## src/rtl/cpu_controller_pkg.sv

```systemverilog
// Shared ISA constants, FSM state encoding and instruction classes for the
// simple RISC machine controller.
package cpu_pkg;

    localparam logic [2:0] OPC_MOV    = 3'b110;
    localparam logic [2:0] OPC_ALU    = 3'b101;

    localparam logic [1:0] OP_MOV_IMM = 2'b10;
    localparam logic [1:0] OP_MOV_REG = 2'b00;

    localparam logic [1:0] ALU_ADD    = 2'b00;
    localparam logic [1:0] ALU_CMP    = 2'b01;
    localparam logic [1:0] ALU_AND    = 2'b10;
    localparam logic [1:0] ALU_MVN    = 2'b11;

    typedef enum logic [2:0] {
        S_WAIT,
        S_DECODE,
        S_WRITE_IMM,
        S_GET_A,
        S_GET_B,
        S_ALU,
        S_WRITE_REG
    } state_t;

    typedef enum logic [2:0] {
        C_MOV_IMM,
        C_MOV_REG,
        C_ADD,
        C_CMP,
        C_AND,
        C_MVN,
        C_ILLEGAL
    } iclass_t;

endpackage

```

## src/rtl/cpu_controller_instr_dec.sv

```systemverilog
// Combinational instruction decoder: splits the IR into fields, builds the
// sign-extended immediates and classifies the instruction.
module instr_dec
    import cpu_pkg::*;
(
    input  logic [15:0] ir,
    output logic [1:0]  op,
    output logic [2:0]  rn,
    output logic [2:0]  rd,
    output logic [1:0]  sh,
    output logic [2:0]  rm,
    output logic [15:0] sximm8,
    output logic [15:0] sximm5,
    output iclass_t     iclass
);

    logic [2:0] opcode;

    assign opcode = ir[15:13];
    assign op     = ir[12:11];
    assign rn     = ir[10:8];
    assign rd     = ir[7:5];
    assign sh     = ir[4:3];
    assign rm     = ir[2:0];
    assign sximm8 = {{8{ir[7]}}, ir[7:0]};
    assign sximm5 = {{11{ir[4]}}, ir[4:0]};

    always_comb begin
        iclass = C_ILLEGAL;
        if (opcode == OPC_MOV) begin
            if (op == OP_MOV_IMM)      iclass = C_MOV_IMM;
            else if (op == OP_MOV_REG) iclass = C_MOV_REG;
        end else if (opcode == OPC_ALU) begin
            case (op)
                ALU_ADD: iclass = C_ADD;
                ALU_CMP: iclass = C_CMP;
                ALU_AND: iclass = C_AND;
                default: iclass = C_MVN;
            endcase
        end
    end

endmodule

```

## src/rtl/cpu_controller.sv

```systemverilog
// Instruction register, control FSM and Moore output decode driving the
// datapath control word; one instruction per s pulse, w high when idle.
module cpu_controller
    import cpu_pkg::*;
(
    input  logic        clk,
    input  logic        reset_n,
    input  logic [15:0] in,
    input  logic        load,
    input  logic        s,
    output logic        w,
    output logic [15:0] datapath_in,
    output logic        vsel,
    output logic        write,
    output logic [2:0]  writenum,
    output logic [2:0]  readnum,
    output logic        loada,
    output logic        loadb,
    output logic        loadc,
    output logic        loads,
    output logic        asel,
    output logic        bsel,
    output logic [15:0] aselin,
    output logic [15:0] bselin,
    output logic [1:0]  shift,
    output logic [1:0]  ALUop
);

    state_t      state;
    state_t      next_state;
    logic [15:0] ir;
    logic [1:0]  op;
    logic [2:0]  rn;
    logic [2:0]  rd;
    logic [1:0]  sh;
    logic [2:0]  rm;
    iclass_t     iclass;

    instr_dec u_dec (
        .ir     (ir),
        .op     (op),
        .rn     (rn),
        .rd     (rd),
        .sh     (sh),
        .rm     (rm),
        .sximm8 (datapath_in),
        .sximm5 (bselin),
        .iclass (iclass)
    );

    assign aselin = '0;

    // IR only captures in WAIT, so DECODE sees the word loaded on the s edge.
    always_ff @(posedge clk) begin
        if (!reset_n) begin
            state <= S_WAIT;
            ir    <= '0;
        end else begin
            state <= next_state;
            if (state == S_WAIT && load) ir <= in;
        end
    end

    always_comb begin
        next_state = S_WAIT;
        case (state)
            S_WAIT:      next_state = s ? S_DECODE : S_WAIT;
            S_DECODE: begin
                case (iclass)
                    C_MOV_IMM:                next_state = S_WRITE_IMM;
                    C_MOV_REG, C_MVN:         next_state = S_GET_B;
                    C_ADD, C_CMP, C_AND:      next_state = S_GET_A;
                    default:                  next_state = S_WAIT;
                endcase
            end
            S_WRITE_IMM: next_state = S_WAIT;
            S_GET_A:     next_state = S_GET_B;
            S_GET_B:     next_state = S_ALU;
            S_ALU:       next_state = (iclass == C_CMP) ? S_WAIT : S_WRITE_REG;
            S_WRITE_REG: next_state = S_WAIT;
            default:     next_state = S_WAIT;
        endcase
    end

    always_comb begin
        w        = 1'b0;
        vsel     = 1'b0;
        write    = 1'b0;
        writenum = '0;
        readnum  = '0;
        loada    = 1'b0;
        loadb    = 1'b0;
        loadc    = 1'b0;
        loads    = 1'b0;
        asel     = 1'b0;
        bsel     = 1'b0;
        shift    = '0;
        ALUop    = '0;
        case (state)
            S_WAIT:      w = 1'b1;
            S_WRITE_IMM: begin
                vsel     = 1'b1;
                write    = 1'b1;
                writenum = rn;
            end
            S_GET_A: begin
                readnum = rn;
                loada   = 1'b1;
            end
            S_GET_B: begin
                readnum = rm;
                loadb   = 1'b1;
            end
            S_ALU: begin
                shift = sh;
                asel  = (iclass == C_MOV_REG) || (iclass == C_MVN);
                ALUop = (iclass == C_MOV_REG) ? ALU_ADD : op;
                loads = (iclass == C_CMP);
                loadc = (iclass != C_CMP);
            end
            S_WRITE_REG: begin
                write    = 1'b1;
                writenum = rd;
            end
            default: ;
        endcase
    end

endmodule

```

## config.mk

```make
export PLATFORM = sky130hd
export DESIGN_NAME = cpu_controller
export DESIGN_NICKNAME = d
export VERILOG_FILES = /design/src/rtl/cpu_controller_pkg.sv /design/src/rtl/cpu_controller_instr_dec.sv /design/src/rtl/cpu_controller.sv
export SDC_FILE = /design/constraint.sdc
export NUM_CORES = 1
export LEC_CHECK = 0
export CAP_MARGIN = 20
export CORE_MARGIN = 2
export CORE_UTILIZATION = 35
export CTS_CLUSTER_SIZE = 8
export DETAILED_ROUTE_END_ITERATION = 16
export PLACE_DENSITY = 0.77
export SETUP_SLACK_MARGIN = 0.15
export SYNTH_ARGS = -nofsm -noshare
export SYNTH_HDL_FRONTEND = slang
export SYNTH_SLANG_ARGS = --single-unit
```

## constraint.sdc

```tcl
create_clock -name clk -period 2.75 [get_ports clk]
set_clock_uncertainty 0.15 [all_clocks]
set_input_delay 0.55 -clock clk [delete_from_list [all_inputs] [get_ports clk]]
set_output_delay 0.55 -clock clk [all_outputs]
set_load 0.02 [all_outputs]
```

==> results of run 1 <==
[registers in the layout, indices dropped and copies added (netlist names)]
register	flops
state	3
ir	16
[through the flow]
step / hold WS, ps / total power [uW] / area, um2 / setup WS [ps]
2_1_floorplan: 294 / 473 / 1450 / 722
3_3_place_gp: 311 / 511 / 1820 / 417
3_5_place_dp: 315 / 513 / 1820 / 350
4_1_cts: 325 / 711 / 1870 / 161
5_1_grt: 349 / 742 / 1890 / 101
6_report: 326 / 705 / 1890 / 176
[path summary, 6_finish.rpt]
| kind | startpoint | to | slack [ps] | cells past startpoint |
|---|---|---|---|---|
| max | ir[15]$_SDFFE_PN0P_ | asel | 180 | 4 |
| min reg2reg | ir[14]$_SDFFE_PN0P_ | ir[14]$_SDFFE_PN0P_ | 330 | 2 |
| min | ir[14]$_SDFFE_PN0P_ | ir[14]$_SDFFE_PN0P_ | 330 | 2 |
| max reg2reg | state[2]$_SDFF_PN0_ | ir[1]$_SDFFE_PN0P_ | 1100 | 4 |
[cell usage after synthesis (all sizes together)]
master   n
nand2b   2
nand3b   2
nand2   34
nor2     6
a32o     1
nor3b    1
a311o    1
a21boi  16
nor3     2
o21ai    2
a41oi    1
a21oi    2
and2     8
nand3    1
clkbuf   2
and3     1
nor4b    1
a22o     3
buf     55
inv      3
mux2i    3
a31o     1
o22ai    1
or4b     1
nor2b    4
dfxtp   19
nand4    2
conb     1
[final cells by class]
cell class | count | area (um2)
clock buffers | 3 | 41.3
clock inverters | 1 | 5.00
fillers | 382 | 1850
inverters | 3 | 11.3
multi-input cells | 113 | 651
flip-flops and latches | 19 | 385
well taps | 48 | 60.1
repair buffers | 75 | 738
[per-layer routing]
metal	wire length, um	share of wire
met1	1350	0.42
met2	1560	0.49
met3	212	0.067
met4	54	0.017
met5	0	0
[cells in the final DEF (no fill, tap or decap)]
| cell type | synthesis | routed |
|---|---|---|
| sky130_fd_sc_hd__a21boi_0 | 6 | 6 |
| sky130_fd_sc_hd__a21boi_1 | 10 | 10 |
| sky130_fd_sc_hd__a21oi_1 | 2 | 2 |
| sky130_fd_sc_hd__a22o_1 | 3 | 3 |
| sky130_fd_sc_hd__a311o_1 | 1 | 1 |
| sky130_fd_sc_hd__a31o_2 | 1 | 1 |
| sky130_fd_sc_hd__a32o_1 | 1 | 1 |
| sky130_fd_sc_hd__a41oi_1 | 1 | 1 |
| sky130_fd_sc_hd__and2_1 | 8 | 8 |
| sky130_fd_sc_hd__and3_1 | 1 | 1 |
| sky130_fd_sc_hd__buf_4 | 49 | 6 |
| sky130_fd_sc_hd__clkbuf_8 | 0 | 3 |
| sky130_fd_sc_hd__clkdlybuf4s50_1 | 0 | 68 |
| sky130_fd_sc_hd__clkinv_2 | 0 | 1 |
| sky130_fd_sc_hd__conb_1 | 1 | 17 |
| sky130_fd_sc_hd__dfxtp_1 | 19 | 17 |
| sky130_fd_sc_hd__dfxtp_2 | 0 | 1 |
| sky130_fd_sc_hd__dfxtp_4 | 0 | 1 |
| sky130_fd_sc_hd__dlymetal6s2s_1 | 0 | 1 |
| sky130_fd_sc_hd__inv_1 | 3 | 3 |
| sky130_fd_sc_hd__mux2i_1 | 3 | 3 |
| sky130_fd_sc_hd__nand2_1 | 34 | 34 |
| sky130_fd_sc_hd__nand2b_1 | 2 | 2 |
| sky130_fd_sc_hd__nand3_1 | 1 | 1 |
| sky130_fd_sc_hd__nand3b_1 | 2 | 2 |
| sky130_fd_sc_hd__nand4_1 | 2 | 2 |
| sky130_fd_sc_hd__nor2_1 | 6 | 6 |
| sky130_fd_sc_hd__nor2b_1 | 4 | 2 |
| sky130_fd_sc_hd__nor2b_2 | 0 | 1 |
| sky130_fd_sc_hd__nor2b_4 | 0 | 1 |
| sky130_fd_sc_hd__nor3_1 | 2 | 2 |
| sky130_fd_sc_hd__nor3b_2 | 0 | 1 |
| sky130_fd_sc_hd__nor4b_4 | 1 | 1 |
| sky130_fd_sc_hd__o21ai_0 | 2 | 2 |
| sky130_fd_sc_hd__o22ai_1 | 1 | 1 |
| sky130_fd_sc_hd__or4b_4 | 1 | 1 |
[power groups by stage]
| stage | clock, uW | combinational, uW | sequential [uW] |
|---|---|---|---|
| 6_report | 197 | 200 | 307 |
| 5_1_grt | 217 | 214 | 311 |
| 4_1_cts | 203 | 199 | 308 |
| 3_5_place_dp | 0 | 199 | 314 |
| 3_3_place_gp | 0 | 197 | 313 |
| 2_1_floorplan | 0 | 164 | 309 |
[cells by family after synthesis]
family	after synthesis	share of synthesized area
compound gates	28	0.151
buf+inv	60	0.313
flops	19	0.273
mux	3	0.0216
other cells	1	0.00270
simple gates	65	0.238
[repair_timing]
item                                   CTS  global route
resized for setup                        2             6
endpoints found under the hold margin    0             0
setup endpoints to repair                3            10
[tightest hold or removal path, stage by stage (launching register included)]
cell	delay [ps]
sky130_fd_sc_hd__dfxtp_1	330
sky130_fd_sc_hd__nand2_1	60
sky130_fd_sc_hd__a21boi_1	50
==> results_tabular.tex, run 1 <==
\begin{tabular}{lr}
\hline
Metric & Value \\
\hline
\multicolumn{2}{l}{\textbf{Status}} \\
Status & finished clean \\
\multicolumn{2}{l}{\textbf{Routing}} \\
Wire length per cell & about 12 um \\
Number of iterations in the first detailed-routing pass & 4 \\
Via count & around 1.1k \\
Count of nets left with antenna violations after detail routing & 0 \\
Number of design-rule violations left by the first detailed-router iteration & 19 \\
DRC violation count after routing & 0 \\
Via density per instance & $\sim$4.3 \\
Post-Route WL & around 3200 um \\
\multicolumn{2}{l}{\textbf{Clock network}} \\
Maximum count of clock buffers along a single path & 2 \\
TritonCTS clock tree & done \\
Cell at the root of the clock tree & sky130\_fd\_sc\_hd\_\_clkbuf\_8 \\
Worst-Skew Late Latency & around 260 ps \\
CTS clk-pin slew, worst paths & approximately 70 ps \\
Cts hold-fix bufs & 0 \\
Setup fix buffers added after clock tree synthesis & 0 \\
CTS H-tree lvls & 1 \\
TritonCTS Buffers & 3 \\
Num Clock Sinks & 19 \\
\multicolumn{2}{l}{\textbf{Placement}} \\
Port Buf Inserts & 69 \\
Dpl hpwl & 2420 um \\
Gpl congestion & 0.830 \\
Placed cell count & 258 \\
\multicolumn{2}{l}{\textbf{Setup path}} \\
Worst-path cell with the longest stage delay & sky130\_fd\_sc\_hd\_\_clkdlybuf4s50\_1 \\
Crit path DAT & approximately 1900 ps \\
CP startpoint kind & flip-flop \\
Worst path required time & 2050 ps \\
Cell family with most CP delay & buffers and inverters \\
Cell breakdown of the critical path & nor2b\_2 -> a32o\_1 -> and2\_1 -> clkdlybuf4s50\_1 \\
Kind of end point of the critical path & output pin \\
Delay of the slowest cell on the worst path & approximately 600 ps \\
Critical path buffer and inverter count & 1 \\
Critical path class & reg2out \\
Maximum net fanout on the critical path & 5 \\
\multicolumn{2}{l}{\textbf{Global route}} \\
GRT Util Overall & 0.146 \\
Met2 track utilization from global routing & 0.241 \\
Initial antenna violation count & 0 \\
Overflow left after global routing & 0 \\
First-pass GRT wire length & a little under 5000 um \\
Met3 routing resource usage after global routing & 0.0405 \\
Largest net degree at the start of global routing & 17 \\
Number of global-route vias before repair & $\sim$990 \\
GR peak layer & met2 \\
GRT met1 Usage & 0.172 \\
\multicolumn{2}{l}{\textbf{STA}} \\
Count of endpoints failing hold in the final timing report & 0 \\
Portion of the clock cycle consumed by the worst path in the final layout & 0.936 \\
Fin crit period & 2570 ps \\
Final setup violation count & 0 \\
RSZ-0062 raised after global routing & true \\
Max Transition Viols Final & 0 \\
Setup TNS after final layout & 0 ps \\
Achievable frequency & about 390 MHz \\
\multicolumn{2}{l}{\textbf{Floorplanning}} \\
Die width & around 67 um \\
Cell row count & 22 \\
Effective utilization at floorplan & 0.372 \\
IO Count & 87 \\
Die Outline Area & $\sim$4500 um2 \\
Height of the chip & about 67 um \\
Core area & roughly 3700 um2 \\
\multicolumn{2}{l}{\textbf{Synthesis}} \\
Area share of the leading cell type in the synthesized netlist & 0.273 \\
Yosys warnings & 0 \\
Sequential fraction of the synthesis area & 0.273 \\
Synth area leaders & sky130\_fd\_sc\_hd\_\_dfxtp\_1 (27\%), sky130\_fd\_sc\_hd\_\_buf\_4 (26\%), sky130\_fd\_sc\_hd\_\_nand2\_1 (9.2\%), sky130\_fd\_sc\_hd\_\_a21boi\_1 (5.4\%), sky130\_fd\_sc\_hd\_\_and2\_1 (3.6\%) \\
Gate count after technology mapping & $\sim$180 \\
Dominant cell type by area after synthesis & sky130\_fd\_sc\_hd\_\_dfxtp\_1 \\
Count of cell types in the netlist & 31 \\
Combined area of all synthesized cells & between 1000 and 1500 um2 \\
Mean cell area of the mapped netlist & approximately 8 um2 \\
Seq cells post-synth & 19 \\
\multicolumn{2}{l}{\textbf{Layout}} \\
Number of cells in the finished layout apart from fillers & around 260 \\
Final Util & 0.505 \\
Area growth from synthesis to final layout & 36.0\% \\
Proportion of layout cells with a drive suffix above 1 & 0.0841 \\
Number of antenna cells inserted & 0 \\
Final-stage net count & between 200 and 250 \\
\multicolumn{2}{l}{\textbf{Pwr}} \\
Switching Fraction & 0.310 \\
Total internal power & 486 uW \\
Total net switching power & about 220 uW \\
Part of the total power dissipated in sequential elements & 0.436 \\
Power per Cell Area & around 370 nW/um2 \\
Leak Pwr & 0.000749 uW \\
Portion of total power attributed to combinational logic & 0.283 \\
Worst IR drop on VDD & around 0.28 mV \\
Clock group share of total power & 0.280 \\
\multicolumn{2}{l}{\textbf{Min path}} \\
HP Class & reg2reg \\
\multicolumn{2}{l}{\textbf{Job}} \\
Number of maximum-capacitance constraint violations & 0 \\
\hline
\end{tabular}
Note: power is estimated with default switching activity, not from simulation.
==> run 2, diff against run 1 <==
--- a/config.mk
+++ b/config.mk
@@ -8,7 +8,6 @@
 export CAP_MARGIN = 20
 export CORE_MARGIN = 2
 export CORE_UTILIZATION = 35
-export CTS_CLUSTER_SIZE = 8
 export DETAILED_ROUTE_END_ITERATION = 16
 export PLACE_DENSITY = 0.77
 export SETUP_SLACK_MARGIN = 0.15
==> results of run 2 <==
No change in the layout: final DEF, timing and power equal those of run 1.
==> run 3, diff against run 2 <==
--- a/config.mk
+++ b/config.mk
@@ -14,3 +14,4 @@
 export SYNTH_ARGS = -nofsm -noshare
 export SYNTH_HDL_FRONTEND = slang
 export SYNTH_SLANG_ARGS = --single-unit
+export TNS_END_PERCENT = 100
==> results of run 3 <==
No change in the layout: final DEF, timing and power equal those of run 1.
